[src/rtl/fetch_unit_pkg.sv]
// Shared types and constants for the instruction-fetch stage.
package fetch_unit_pkg;

   localparam logic [31:0] INST_NOP       = 32'h0000_0013;
   localparam logic [31:0] ZERO_WORD      = 32'h0000_0000;
   localparam logic [31:0] RESET_ADDR_DEF = 32'h0000_0000;

   typedef struct packed {
      logic [31:0] addr;
      logic [31:0] inst;
   } fetch_entry_t;

   function automatic logic [31:0] word_align(
      input logic [31:0] a
   );
      return {a[31:2], 2'b00};
   endfunction

endpackage

[src/rtl/fetch_unit_fifo.sv]
// Small synchronous FIFO of {addr, inst} pairs; flush beats push/pop.
module fetch_fifo
   import fetch_unit_pkg::*;
#(
   parameter int DEPTH = 2,
   parameter int CW    = $clog2(DEPTH + 1)
) (
   input  logic          clk,
   input  logic          rst,
   input  logic          push,
   input  logic          pop,
   input  logic          flush,
   input  fetch_entry_t  din,
   output fetch_entry_t  head,
   output logic [CW-1:0] count,
   output logic          full,
   output logic          empty
);

   localparam int PW = (DEPTH > 1) ? $clog2(DEPTH) : 1;

   fetch_entry_t  mem [DEPTH];
   logic [PW-1:0] rd_ptr;
   logic [PW-1:0] wr_ptr;

   function automatic logic [PW-1:0] nxt(
      input logic [PW-1:0] p
   );
      return (p == PW'(DEPTH - 1)) ? '0 : p + PW'(1);
   endfunction

   always_ff @(posedge clk) begin
      if (rst || flush) begin
         rd_ptr <= '0;
         wr_ptr <= '0;
         count  <= '0;
      end else begin
         if (push) wr_ptr <= nxt(wr_ptr);
         if (pop)  rd_ptr <= nxt(rd_ptr);
         count <= count + CW'(push) - CW'(pop);
      end
   end

   always_ff @(posedge clk) begin
      if (push) mem[wr_ptr] <= din;
   end

   assign head  = mem[rd_ptr];
   assign full  = (count == CW'(DEPTH));
   assign empty = (count == '0);

endmodule

[src/rtl/fetch_unit.sv]
// Fetch stage: PC, ROM request issue, response buffering, if_id output.
module fetch_unit
   import fetch_unit_pkg::*;
#(
   parameter logic [31:0] RESET_ADDR = RESET_ADDR_DEF,
   parameter int          DEPTH      = 2
) (
   input  logic        clk,
   input  logic        rst,
   input  logic        jump_en_i,
   input  logic [31:0] jump_addr_i,
   input  logic        hold_flag_i,
   output logic        rom_rd_o,
   output logic [31:0] rom_addr_o,
   input  logic [31:0] rom_data_i,
   input  logic        id_ready_i,
   output logic        inst_valid_o,
   output logic [31:0] inst_o,
   output logic [31:0] inst_addr_o
);

   localparam int CW = $clog2(DEPTH + 1);

   logic [31:0]   pc;
   logic [31:0]   pend_addr;
   logic          pending;
   logic          pop;
   logic          push;
   logic          issue;
   logic [CW:0]   occ;
   logic [CW-1:0] fifo_count;
   logic          fifo_full;
   logic          fifo_empty;
   fetch_entry_t  head;
   fetch_entry_t  din;

   assign inst_valid_o = ~fifo_empty;
   assign pop  = inst_valid_o & id_ready_i & ~jump_en_i;
   assign push = pending & ~jump_en_i;

   // Reserve a slot for every outstanding read so no response is dropped.
   assign occ = {1'b0, fifo_count}
              + (CW+1)'(pending)
              - (CW+1)'(pop);
   assign issue = ~rst & ~hold_flag_i
                & (occ < (CW+1)'(DEPTH));

   assign rom_rd_o   = issue;
   assign rom_addr_o = jump_en_i ? word_align(jump_addr_i) : pc;

   assign din.addr = pend_addr;
   assign din.inst = rom_data_i;

   assign inst_o      = inst_valid_o ? head.inst : INST_NOP;
   assign inst_addr_o = inst_valid_o ? head.addr : ZERO_WORD;

   always_ff @(posedge clk) begin
      if (rst) begin
         pc        <= RESET_ADDR;
         pending   <= 1'b0;
         pend_addr <= ZERO_WORD;
      end else begin
         pending <= issue;
         if (issue) begin
            pc        <= rom_addr_o + 32'd4;
            pend_addr <= rom_addr_o;
         end else begin
            pc <= rom_addr_o;
         end
      end
   end

   fetch_fifo #(
      .DEPTH (DEPTH)
   ) u_fifo (
      .clk   (clk),
      .rst   (rst),
      .push  (push),
      .pop   (pop),
      .flush (jump_en_i),
      .din   (din),
      .head  (head),
      .count (fifo_count),
      .full  (fifo_full),
      .empty (fifo_empty)
   );

`ifndef SYNTHESIS
   always @(posedge clk) begin
      if (!rst) assert (!(push && fifo_full));
   end
`endif

endmodule

[config.mk]
export PLATFORM = sky130hd
export DESIGN_NAME = fetch_unit
export DESIGN_NICKNAME = d
export VERILOG_FILES = /design/src/rtl/fetch_unit_pkg.sv /design/src/rtl/fetch_unit_fifo.sv /design/src/rtl/fetch_unit.sv
export SDC_FILE = /design/constraint.sdc
export NUM_CORES = 1
export LEC_CHECK = 0
export CAP_MARGIN = 20
export CORE_MARGIN = 2
export CORE_UTILIZATION = 52
export DETAILED_ROUTE_END_ITERATION = 12
export PLACE_DENSITY = 0.91
export REMOVE_ABC_BUFFERS = 1
export SLEW_MARGIN = 20
export SYNTH_ARGS = -nofsm -noshare
export SYNTH_HDL_FRONTEND = slang
export SYNTH_HIERARCHICAL = 1
export SYNTH_SLANG_ARGS = --single-unit
[constraint.sdc]
create_clock -name clk -period 5.5 [get_ports clk]
set_input_delay 0.825 -clock clk [delete_from_list [all_inputs] [get_ports clk]]
set_output_delay 0.825 -clock clk [all_outputs]
set_load 0.03 [all_outputs]
==> Yosys cells after proc, flatten, opt, wreduce, memory -nomap -nowiden <==
Memories as Yosys holds them, arrays and structs flattened. A register that Yosys moved wholly into a read port is not among the register bits.
Index checks and enable logic that the tools add are counted.
{ "word_totals": {"regBits": 69, "ram_bits": 128, "input_bits": 69, "output_inout_bits": 98, "word_cells": 36, "mem_count": 1} }
{ "mem_list": {"columns": ["name", "words", "width", "read_ports", "rd_clocked_by_memory_dff", "wr", "line", "source"], "rows": [
  ["u_fifo.mem", 2, 64, 1, 1, 1, "fetch_unit_fifo.sv:22", "fetch_entry_t mem [DEPTH];"]
]} }
{ "classes": {"n_addsub": 7, "n_lt_le_gt_ge": 1, "muxes": 10, "n_bitwise": 9, "reduce_logical": 2} }
{ "ops": {"columns": ["operator", "count"], "rows": [
  ["$mux W32", 4],
  ["$add A32 B3 Y32 const B", 1],
  ["$mux W1", 6],
  ["$and A1 B1 Y1", 5],
  ["$not A1 Y1", 4],
  ["$add A2 B1 Y3", 1],
  ["$lt A3 B2 Y1 const B", 1],
  ["$sub A3 B1 Y3", 1],
  ["$add A1 B1 Y1 const B", 2],
  ["$add A2 B1 Y2", 1],
  ["$logic_not A2 Y1", 1],
  ["$sub A2 B1 Y2", 1],
  ["$logic_or A1 B1 Y1", 1]
]} }

==> Logic depth before layout (Yosys ltp) <==
{ "depth": {"depth_word": 8, "depth_mapped": 15, "depth_no_buf": 10} }

==> Hierarchy <==
Netlist, hierarchy kept.
{ "modules_own_cells": {"columns": ["mod", "instances", "cells_per_inst", "area_each_um2", "seq_area_each_um2"], "rows": [
  ["fetch_fifo", 1, 220, 5143.7, 3943.8],
  ["fetch_unit", 1, 439, 3666.0, 1301.2]
]} }

==> Worst setup path after synthesis <==
Ideal clock, no wire load.
{ "synth_path": {"path_type": "input to register", "startpoint": "in jump_en_i", "endpoint": "mem u_fifo/mem[0][0] (netlist bit) (enable)", "setup_ns": 0.494, "arrival_time_ns": 4.611, "required_ns": 5.006, "setup_slack_ns": 0.395, "cell_stages": 6, "path_buffers": 4, "path_cell_list": "buf_6 -> buf_4 -> buf_6 -> clkbuf_1 -> nor2b_1 -> nor2b_1"} }
{ "synth_between": {"elab_chain_len": 4} }
{ "synth_lines": {"columns": ["item", "line", "source"], "rows": [
  ["start: declaration", "fetch_unit.sv:10", "input logic jump_en_i,"],
  ["$not A1 Y1", "fetch_unit.sv:39", "assign push = pending & ~jump_en_i;"],
  ["$and A1 B1 Y1", "fetch_unit.sv:39", null],
  ["net push", "fetch_unit.sv:28", "logic push;"],
  ["$mux W1", "fetch_unit_fifo.sv:45", "if (push) mem[wr_ptr] <= din;"],
  ["$mux W1 (implied by the code)", "fetch_unit_fifo.sv:45", null],
  ["end: declaration", "fetch_unit_fifo.sv:22", null]
]} }
The timed path passes the listed nets, and every way through them passes these cells.

==> Worst setup path in the final report <==
{ "layout_path": {"startpoint": "in id_ready_i", "endpoint": "out rom_rd_o"} }
{ "layout_between": {"elab_chain_len": 5} }
{ "layout_lines": {"columns": ["item", "line", "source"], "rows": [
  ["start: declaration", "fetch_unit.sv:16", "input logic id_ready_i,"],
  ["$and A1 B1 Y1 (2 in series)", "fetch_unit.sv:38", "assign pop = inst_valid_o & id_ready_i & ~jump_en_i;"],
  ["net pop", "fetch_unit.sv:27", "logic pop;"],
  ["$sub A3 B1 Y3", "fetch_unit.sv:44", "- (CW+1)'(pop);"],
  ["$lt A3 B2 Y1", "fetch_unit.sv:46", "& (occ < (CW+1)'(DEPTH));"],
  ["$and A1 B1 Y1", "fetch_unit.sv:46", null],
  ["end: declaration", "fetch_unit.sv:13", "output logic rom_rd_o,"]
]} }
The timed path passes the listed nets, and every way through them passes these cells.

==> run metrics <==
fin nets a little under 900; Finished Cell Area between 0.01 and 0.015 mm²; outcome finished, final reports clean; DR vias between 5,000 and 6,000; WHS between 0.4 and 0.5 ns; total power about 3.2 mW; fin cells about 1,000; worst-path maximum fanout 6; Worst Path Required between 4 and 5 ns; CP delay by family, top simple AND/OR/NAND/NOR gates; Filler Cell Count approximately 1,200; sequential cell area between 0.005 and 0.006 mm²; drt first pass iters 5; fmax 207 MHz; switch share 22.8%; gr usage total roughly 20%; post-route clock period utilization between 80% and 90%; CTS root buf clkbuf_16; switching power around 730 µW; antenna diode count 0; GR Overflow Total 0; fin worst setup slack 0.679 ns; Setup TNS 0 ns; crit end category output port; boundary pin count approximately 170; Post-Syn Area per Cell roughly 13 µm²; Max stage delay cell, worst path clkdlybuf4s50_1; share of cells above drive strength 1 between 15 and 20%; standard-cell rows 47; multi-input logic area ~0.0032 mm²; Crit Path Category input port to output port; die footprint 0.0180 mm²; slowest stage delay, CP around 0.69 ns; Hold/Removal Path Class register to register; worst-case clock skew approximately 0.011 ns; initial DRC count 371; PD cells approximately 290 mW/mm²; Clock Latency Late Sink 0.42 ns; most frequent CP cell clkdlybuf4s50_1; maximum vdd drop between 0.2 and 0.25 mV; Final Slew Violations 0; Combinational Power Share 10.9%; Worst Path Arrival 4.00 ns; largest net degree at the start of global routing 80; Routed Antenna Nets 0; Slew @ Worst Pin between 1 and 1.5 ns; chip height around 130 µm; initial antenna violation count 0; RSZ-0062 raised after global routing false; sequential power share between 50% and 60%; clk slew on worst S/H paths roughly 0.07 ns; area grow syn2layout 26.2%; pre-CTS setup slack between 0.6 and 0.7 ns; max cap viols 0; final wirelength between 15,000 and 20,000 µm; DP Cell Count ~1,000; final core occ 67.0%; Starting Density between 50% and 60%; Clock Path Buffers 2; setup repair bufs after CTS 0; DR WL/cell approximately 18 µm; post-synthesis instance area ~0.009 mm²; clock power share a little under two fifths; first-pass GRT wire length around 29,000 µm; Die Wd about 130 µm; CTS-repair resized insts 0; Vias/cell roughly 5.4; clk sinks approximately 200; final setup fails 0; final hold viol count 0; hold buffers post-CTS 0; # port buffers between 150 and 200; CTS H-tree depth 4; number of CTS-inserted buffers 17; area of the core approximately 0.017 mm²; critical-path cell list clkdlybuf4s50_1 > nor3b_1 > ha_1 > nand2b_1 > fa_1 > or3b_1 > nor2_4 > clkdlybuf4s50_1; dpl cell area approximately 0.011 mm²; CTS tree yes; Rel. slew slack between 30% and 40%; Final Critical Period ~4.8 ns; P_leak just over 4 nW; number of global-route vias before repair 5,587; hpwl dp 11,700 µm; Syn Inst Count between 600 and 700; final estimated routing congestion in global placement about 0.79; Internal Pwr Total about 2.5 mW; Setup crit start kind input port; DRC errors left 0; Critical path buffers and inverters 2; synth warn 6
layout by cell type (no fill, tap or decap), types with 3 or more instances in the layout:
cell and count:
or2_2 3, nand4_1 10, nand4b_1 3, clkbuf_8 3, mux2_4 60, o21ai_0 6, dfxtp_1 69, ha_1 4
a211oi_1 22, a21oi_1 11, mux2_2 17, a41o_1 4, nor2b_1 69, mux2i_1 27, nand3_1 12, clkbuf_16 18
edfxtp_1 128, inv_1 24, and3_1 5, nor3_1 16, nor2_1 61, nor3b_1 3, nand2_1 10, xnor2_1 11
buf_4 6, clkdlybuf4s50_1 162, a311oi_1 5, nor4_1 3
power groups by stage:
stage / Clock, mW / Sequential, mW / Combinational [mW]
after CTS: 1.23 / 1.65 / 0.352
after floorplan: 0 / 1.68 / 0.192
after global routing: 1.28 / 1.66 / 0.376
after global placement: 0 / 1.68 / 0.341
after detailed placement: 0 / 1.69 / 0.349
final: 1.21 / 1.65 / 0.349
cell type report:
type	instances	share of cell area (%)
Inverter	24	0.811
Tap cell	220	2.48
Sequential cell	198	47.3
Clock inverter	9	0.789
Clock buffer	23	4.50
Multi-Input combinational cell	398	28.9
Timing Repair Buffer	171	15.3
per-layer routing:
| metal | global-route usage [%] | part of all wire (%) | vias up |
|---|---|---|---|
| met1 | 25.4 | 42 | 2726 |
| met5 | 0 | 0 | - |
| met4 | 8.25 | 2.1 | 0 |
| li1 | - | - | 2680 |
| met2 | 35.0 | 50 | 175 |
| met3 | 4.20 | 5.6 | 34 |
flip-flops by register name (all words and copies together) (netlist names), named ones only:
name,count
u_fifo/count,2
pc,32
u_fifo/mem,128
u_fifo/rd_ptr,1
pending,1
u_fifo/wr_ptr,1
pend_addr,32
worst paths after layout:
check	start	end	slack [ns]	cells after the start
setup / recovery	id_ready_i	rom_rd_o	0.68	8
hold / removal	pend_addr[17]	u_fifo/mem[0][49]	0.45	0
setup reg to reg	u_fifo/count[1]	pc[31]	1.62	10
hold reg to reg	pend_addr[17]	u_fifo/mem[0][49]	0.45	0
(Power assumes the default switching activity.)
